File: src/rtl/svc_rv_pipe_stage.sv
// svc_rv_pipe_stage: generic pipeline stage register with valid/ready
// handshake and synchronous flush. It carries an opaque control bundle,
// which is cleared on reset and flush, and an opaque data bundle, which is
// never reset.
// MODE 0 = combinational passthrough, MODE 1 = single register,
// MODE 2 = two-entry skid buffer with a registered s_ready.
module svc_rv_pipe_stage #(
  parameter int                CTRL_W   = 8,
  parameter int                DATA_W   = 32,
  parameter int                MODE     = 1,
  parameter logic [CTRL_W-1:0] CTRL_CLR = '0
) (
  input  logic              clk,
  input  logic              rst_n,
  input  logic              flush,
  input  logic              s_valid,
  output logic              s_ready,
  input  logic [CTRL_W-1:0] s_ctrl,
  input  logic [DATA_W-1:0] s_data,
  output logic              m_valid,
  input  logic              m_ready,
  output logic [CTRL_W-1:0] m_ctrl,
  output logic [DATA_W-1:0] m_data,
  output logic [1:0]        occupancy
);

  generate
    if (MODE == 0) begin : g_pass
      // Pure wiring. A flush kills the input and also claims readiness, so
      // upstream sees the entry as consumed.
      logic pass_valid;

      assign pass_valid = s_valid && !flush;
      assign m_valid    = pass_valid;
      assign m_ctrl     = pass_valid ? s_ctrl : CTRL_CLR;
      assign m_data     = s_data;
      assign s_ready    = m_ready || flush;
      assign occupancy  = 2'd0;

    end else if (MODE == 1) begin : g_reg
      logic              m_valid_q;
      logic [CTRL_W-1:0] m_ctrl_q;
      logic [DATA_W-1:0] m_data_q;
      logic              s_ready_int;
      logic              accept;

      // The output register can take a new entry when it is empty or is
      // being drained in this same cycle.
      assign s_ready_int = !m_valid_q || m_ready;
      assign accept      = s_valid && s_ready_int;

      // Control and valid path: flush has priority, then a new accept, then
      // a drain that leaves the register empty.
      always_ff @(posedge clk or negedge rst_n) begin
        if (!rst_n) begin
          m_valid_q <= 1'b0;
          m_ctrl_q  <= CTRL_CLR;
        end else if (flush) begin
          m_valid_q <= 1'b0;
          m_ctrl_q  <= CTRL_CLR;
        end else if (accept) begin
          m_valid_q <= 1'b1;
          m_ctrl_q  <= s_ctrl;
        end else if (m_ready) begin
          m_valid_q <= 1'b0;
          m_ctrl_q  <= CTRL_CLR;
        end
      end

      // Data path is never reset; it follows every accept and holds otherwise.
      always_ff @(posedge clk) begin
        if (accept && !flush) begin
          m_data_q <= s_data;
        end
      end

      assign s_ready   = s_ready_int;
      assign m_valid   = m_valid_q;
      assign m_ctrl    = m_ctrl_q;
      assign m_data    = m_data_q;
      assign occupancy = {1'b0, m_valid_q};

    end else begin : g_skid
      // The state encoding equals the number of held entries.
      localparam logic [1:0] ST_EMPTY = 2'd0;
      localparam logic [1:0] ST_ONE   = 2'd1;
      localparam logic [1:0] ST_FULL  = 2'd2;

      logic [1:0]        state_q;
      logic [1:0]        state_d;
      logic              s_ready_q;
      logic [CTRL_W-1:0] m_ctrl_q;
      logic [DATA_W-1:0] m_data_q;
      logic [CTRL_W-1:0] skid_ctrl_q;
      logic [DATA_W-1:0] skid_data_q;
      logic              accept;
      logic              ld_m_from_s;
      logic              ld_m_from_skid;
      logic              ld_skid;
      logic              clr_m;

      // s_ready comes straight from a flop, so m_ready never reaches it
      // combinationally; the skid entry absorbs the one-cycle lag.
      assign accept = s_valid && s_ready_q;

      // Next-state decode and output-register load selects.
      always_comb begin
        state_d        = state_q;
        ld_m_from_s    = 1'b0;
        ld_m_from_skid = 1'b0;
        ld_skid        = 1'b0;
        clr_m          = 1'b0;
        if (flush) begin
          state_d = ST_EMPTY;
          clr_m   = 1'b1;
        end else begin
          case (state_q)
            ST_EMPTY: begin
              if (accept) begin
                state_d     = ST_ONE;
                ld_m_from_s = 1'b1;
              end
            end
            ST_ONE: begin
              if (accept && m_ready) begin
                ld_m_from_s = 1'b1;
              end else if (accept) begin
                state_d = ST_FULL;
                ld_skid = 1'b1;
              end else if (m_ready) begin
                state_d = ST_EMPTY;
                clr_m   = 1'b1;
              end
            end
            ST_FULL: begin
              if (m_ready) begin
                state_d        = ST_ONE;
                ld_m_from_skid = 1'b1;
              end
            end
            default: begin
              state_d = ST_EMPTY;
              clr_m   = 1'b1;
            end
          endcase
        end
      end

      // State, registered s_ready and output control bundle.
      always_ff @(posedge clk or negedge rst_n) begin
        if (!rst_n) begin
          state_q   <= ST_EMPTY;
          s_ready_q <= 1'b1;
          m_ctrl_q  <= CTRL_CLR;
        end else begin
          state_q   <= state_d;
          s_ready_q <= (state_d != ST_FULL);
          if (clr_m) begin
            m_ctrl_q <= CTRL_CLR;
          end else if (ld_m_from_s) begin
            m_ctrl_q <= s_ctrl;
          end else if (ld_m_from_skid) begin
            m_ctrl_q <= skid_ctrl_q;
          end
        end
      end

      // Unreset storage: the output data and the skid entry. The skid
      // control is only ever observed after it has been written.
      always_ff @(posedge clk) begin
        if (ld_m_from_s) begin
          m_data_q <= s_data;
        end else if (ld_m_from_skid) begin
          m_data_q <= skid_data_q;
        end
        if (ld_skid) begin
          skid_ctrl_q <= s_ctrl;
          skid_data_q <= s_data;
        end
      end

      assign s_ready   = s_ready_q;
      assign m_valid   = (state_q != ST_EMPTY);
      assign m_ctrl    = m_ctrl_q;
      assign m_data    = m_data_q;
      assign occupancy = state_q;
    end
  endgenerate

endmodule

File: config.mk
export PLATFORM = sky130hd
export DESIGN_NAME = svc_rv_pipe_stage
export DESIGN_NICKNAME = d
export VERILOG_FILES = /design/src/rtl/svc_rv_pipe_stage.sv
export SDC_FILE = /design/constraint.sdc
export NUM_CORES = 1
export LEC_CHECK = 0
export BUFFER_PORTS_ARGS = -buffer_cell sky130_fd_sc_hd__buf_2
export CORE_MARGIN = 2
export CORE_UTILIZATION = 42
export DETAILED_ROUTE_END_ITERATION = 16
export PLACE_DENSITY = 0.78
export SYNTH_ARGS = -nofsm -noshare
export SYNTH_HDL_FRONTEND = slang
export SYNTH_SLANG_ARGS = --single-unit
File: constraint.sdc
create_clock -name clk -period 3 [get_ports clk]
set_input_delay 0.3 -clock clk [delete_from_list [all_inputs] [get_ports clk]]
set_output_delay 0.3 -clock clk [all_outputs]
set_load 0.005 [all_outputs]
Yosys cells after proc, flatten, opt, wreduce, memory -nomap -nowiden
Index checks and enable logic that the tools add are counted.

Bits of input ports: 45. Bits in writable memories: 0. Bits in latches: 0. Output and inout port bits: 44. Memories kept: 0. ROM bits: 0. Flip-flop bits (word level): 41.

Mux-type cells: 6. Multipliers: 0. Reduce and logical (&&, ||, !) cells: 6. Divide/modulo/power cells: 0. Add/sub/neg operators: 0. Order comparisons: 0. Bitwise operators: 0. Eq/ne operators: 0. Shift operators: 0.

Operator list (number): 8-bit 2-to-1 mux (3); 1-bit 2-to-1 mux (3); 3-bit nonzero test (1); 1-bit logical AND (2); 1-bit zero test (2); 1-bit logical OR (1).

Longest topological paths before layout
Word-level depth: 5. Mapped depth: 3. Depth with buffers taken out: 3.

Least setup slack after synthesis
No wires, ideal clock.

Path kind: reg-to-reg. From: reg g_reg.m_valid_q (netlist: m_valid). To: reg g_reg.m_data_q[0] (netlist: m_data[0]) (enable). Required time: 2.579 ns. Arrival: 2.046 ns. Buffers on the path: 0. Period minus slack after synthesis: 2.467 ns. Stages on the path, launching flop included: 4. Path slack: 0.533 ns. Cells stage by stage: dfrtp_1 -> nand2b_2 -> nand2_4 -> nor2_1.

Cells in the longest elaborated chain, start to end: 4.

RTL lines: start: declaration (RTL line 41) `logic m_valid_q;`; start signal: assignment (RTL line 56) `m_valid_q <= 1'b0;`; start signal: assignment (RTL line 59) `m_valid_q <= 1'b0;`; start signal: assignment (RTL line 62) `m_valid_q <= 1'b1;`; 1-bit zero test (RTL line 49) `assign s_ready_int = !m_valid_q || m_ready;`; 1-bit logical OR (RTL line 49); net s_ready (RTL line 17) `output logic s_ready,`; 1-bit logical AND (RTL line 50) `assign accept = s_valid && s_ready_int;`; 1-bit logical AND (RTL line 72) `if (accept && !flush) begin`; end signal: assignment (RTL line 73) `m_data_q <= s_data;`; end: declaration (RTL line 43) `logic [DATA_W-1:0] m_data_q;`.

The timed path passes the listed nets, and every way through them passes these cells. A chain may end at the register's enable or synchronous reset.

Worst setup path after layout
From: reg g_reg.m_valid_q (netlist: m_valid). To: reg g_reg.m_data_q[5] (netlist: m_data[5]) (enable).

Cells in the longest elaborated chain, start to end: 4.

RTL lines (RTL line): 1-bit zero test (49); 1-bit logical OR (49); 1-bit logical AND (50); 1-bit logical AND (72).

No other way between the ends.

==> implementation parameters <==
Parameter                              Value

Timing
  Setup_tns ... 0 ps
  Shortest clock period the worst path allows after layout ... between 1000 and 1500 ps
  Max-slew violation count ... 0
  RSZ-0062 raised after global routing ... false
  Achievable frequency ... between 0.6 and 0.7 GHz
  Setup Skew ... 5.10 ps
  Number of hold violations in the final report ... 0
  Final setup violating endpoints ... 0
  Post-route fraction of the period consumed by the critical path ... 49.9%

Finish
  Number of diodes added for antenna fixing ... 0
  Commonest cells after routing, fill and taps aside ... 87 x buf_2, 32 x edfxtp_1, 9 x dfrtp_1
  Fraction of layout cells with a size suffix above 1 ... between 60% and 70%
  Final standard cell utilization of the core ... 60.0%
  Area grow syn2layout ... 35.6%
  Number of nets in the final layout ... 213
  Most frequent standard cell in the layout excluding fill and tap cells ... buf_2

Power and ir drop
  Leak ... roughly 0.00091 uW
  Power density normalized to cell area ... 499 mW/mm2
  Max rail drop VDD ... ~220 uV

Clocking
  Clock transition time at the flip-flop clock pins of the worst setup and hold paths ... around 110 ps
  TritonCTS clock tree ... yes
  TritonCTS buffer count ... 5
  Largest buffer count on any clock path ... 2
  Clock Sink Count ... slightly above 40
  Total number of H-tree levels ... 2
  Number of post-CTS setup repair buffers ... 0
  Clock insertion delay at the later pin of the skew report ... around 340 ps
  Cell at the root of the clock tree ... clkbuf_4

Logic synthesis
  #FFs+latches synth ... 41
  Area of the mapped netlist ... 0.00149 mm2
  Synthesized instance count ... between 70 and 80
  Simple-Gate Fraction of Synth Area ... 4.96%
  Dominant combinational cell family by area after synthesis ... compound AO/OA/AOI/OAI gates
  Sequential fraction of the synthesis area ... about four fifths
  Synth unique cells ... 14
  Xor/xnor cell area share of the yosys netlist ... 0%
  Total of warnings raised by yosys ... 0
  Post-synthesis share of cell area spent on full adders, half adders and majority gates ... 0%
  Post-synthesis compound-gate area fraction ... around 10%
  Synth Area per Inst ... just under 20 um2
  Multiplexer area fraction after synthesis ... 0%
  Post-Synthesis Net Count ... between 100 and 150

Detailed routing
  Routed Antenna Nets ... 0
  Drc violations ... 0
  Detailed router's first-iteration violation count ... 86
  Detailed-route wire length per cell ... 13.8 um
  Vias per inst ... 4.47
  TritonRoute pass-1 iters ... 4
  Overall routed net length ... just under 3 mm
  Vias ... slightly below 1000

Setup path
  Critical-path cell with the highest stage delay ... dfrtp_1
  Cells along the critical path ... nand2b_2 > nand2_4 > nor2_2 > buf_4
  Reg2reg setup slack ... between 1500 and 2000 ps
  Type of destination of the critical path ... flip-flop
  Classification of the worst setup path ... reg2reg
  Critical-path maximum fanout ... 32
  Required time of the critical path ... 3010 ps
  Signal arrival time at the worst endpoint ... ~1500 ps
  CP max stage delay ... about 460 ps
  Sort of element at the start of the critical path ... flip-flop

Floorplan
  Placement row count ... 21
  I/O Pins ... 89
  Core Box Area ... 0.00336 mm2
  Die Outline Area ... 0.00404 mm2
  Initial core utilization ... between 40% and 50%
  Horizontal die dimension ... around 64 um
  Y dimension of the die ... around 64 um

Global routing
  Met1 GRT Util ... 19.5%
  Pin count of the biggest net entering global routing ... 33
  Antenna violations before repair ... 0
  Vias in the first global route ... 968
  Global-route track usage on met2 ... 23.7%
  Global-route wire length before repair ... approximately 4.7 mm
  GRT Overall Usage ... 15.7%
  Total global routing overflow ... 0
  Met3 usage in global routing ... 7.14%
  Most Crowded Layer GR ... met2

Placed design
  Final GP Congestion ... just over 0.7
  Detailed Place HPWL ... roughly 2.3 mm
  Port-buffer cells ... 87

Outcome
  Status ... finished, final reports clean

Hold path
  Hold Crit Class ... in2reg

Flow run
  Max capacitance violation total ... 0
kinds of logic after synthesis:
kind of cell / Yosys count
buf+inv: 13
simple gates: 11
compound gates: 10
flops: 41
other cells: 1
Yosys cell counts:
library cell | number | share of area (%)
o32ai_2 | 8 | 8.7
inv_1 | 8 | 2.0
buf_6 | 2 | 1.5
conb_1 | 1 | 0.25
nand2_4 | 1 | 0.76
buf_4 | 2 | 1.0
inv_2 | 1 | 0.25
nand2b_1 | 8 | 3.4
dfrtp_1 | 9 | 15
nor2_1 | 1 | 0.25
nand2b_2 | 1 | 0.59
o21bai_4 | 1 | 1.3
a21oi_1 | 1 | 0.34
edfxtp_1 | 32 | 65
per-stage QoR:
stage | setup WS, ps | total power [uW] | hold WS (ps) | cells | area [um2]
final | 1500 | 1010 | 125 | 215 | 2020
after global routing | 1400 | 1060 | 99.1 | 215 | 2020
after CTS | 1490 | 1020 | 104 | 215 | 2020
after detailed placement | 1500 | 765 | 166 | 206 | 1950
after global placement | 1560 | 760 | 160 | 206 | 1950
after floorplan | 533 | 706 | 4.41 | 76 | 1490
path summary, 6_finish.rpt:
check                           startpoint    endpoint  cells past startpoint
worst max-delay path               m_valid   m_data[5]                      4
worst min-delay path            s_data[14]  m_data[14]                      1
worst max register to register     m_valid   m_data[5]                      4
worst min register to register   m_ctrl[7]   m_ctrl[7]                      2
max in group asynchronous            rst_n   m_ctrl[6]                      2
min in group asynchronous            rst_n   m_ctrl[5]                      2
registers in the layout, summed over array words and instances, names as in the netlist:
name     count
m_valid      1
m_ctrl       8
m_data      32
layer usage:
layer	part of all wire [%]	vias to the layer above
li1	-	454
met1	38	433
met2	47	68
met3	13	7
met4	1.7	0
met5	0	-
where the power goes:
group	internal, uW	switching (uW)
clock	88.4	167
combinational	50.9	50.3
sequential	642	8.79
final cells by class:
class,instances,area [um2]
fillers,286,1340
multi-input cells,22,234
clock inverters,3,17.5
repair buffers,89,453
well taps,46,57.6
flip-flops and latches,41,1190
clock buffers,5,37.5
inverters,9,33.8
critical path: cells and delay by family, from the launching register on:
| family | cells | cell delay [ps] |
|---|---|---|
| flops | 1 | 460 |
| simple gates | 3 | 350 |
| buf+inv | 1 | 350 |
repair_timing:
| item | 4_1_cts | 5_1_grt |
|---|---|---|
| endpoints found under the hold margin | 9 | 0 |
| resized for setup | 0 | 0 |
| hold buffers | 1 | 0 |
(Power assumes the default switching activity.)
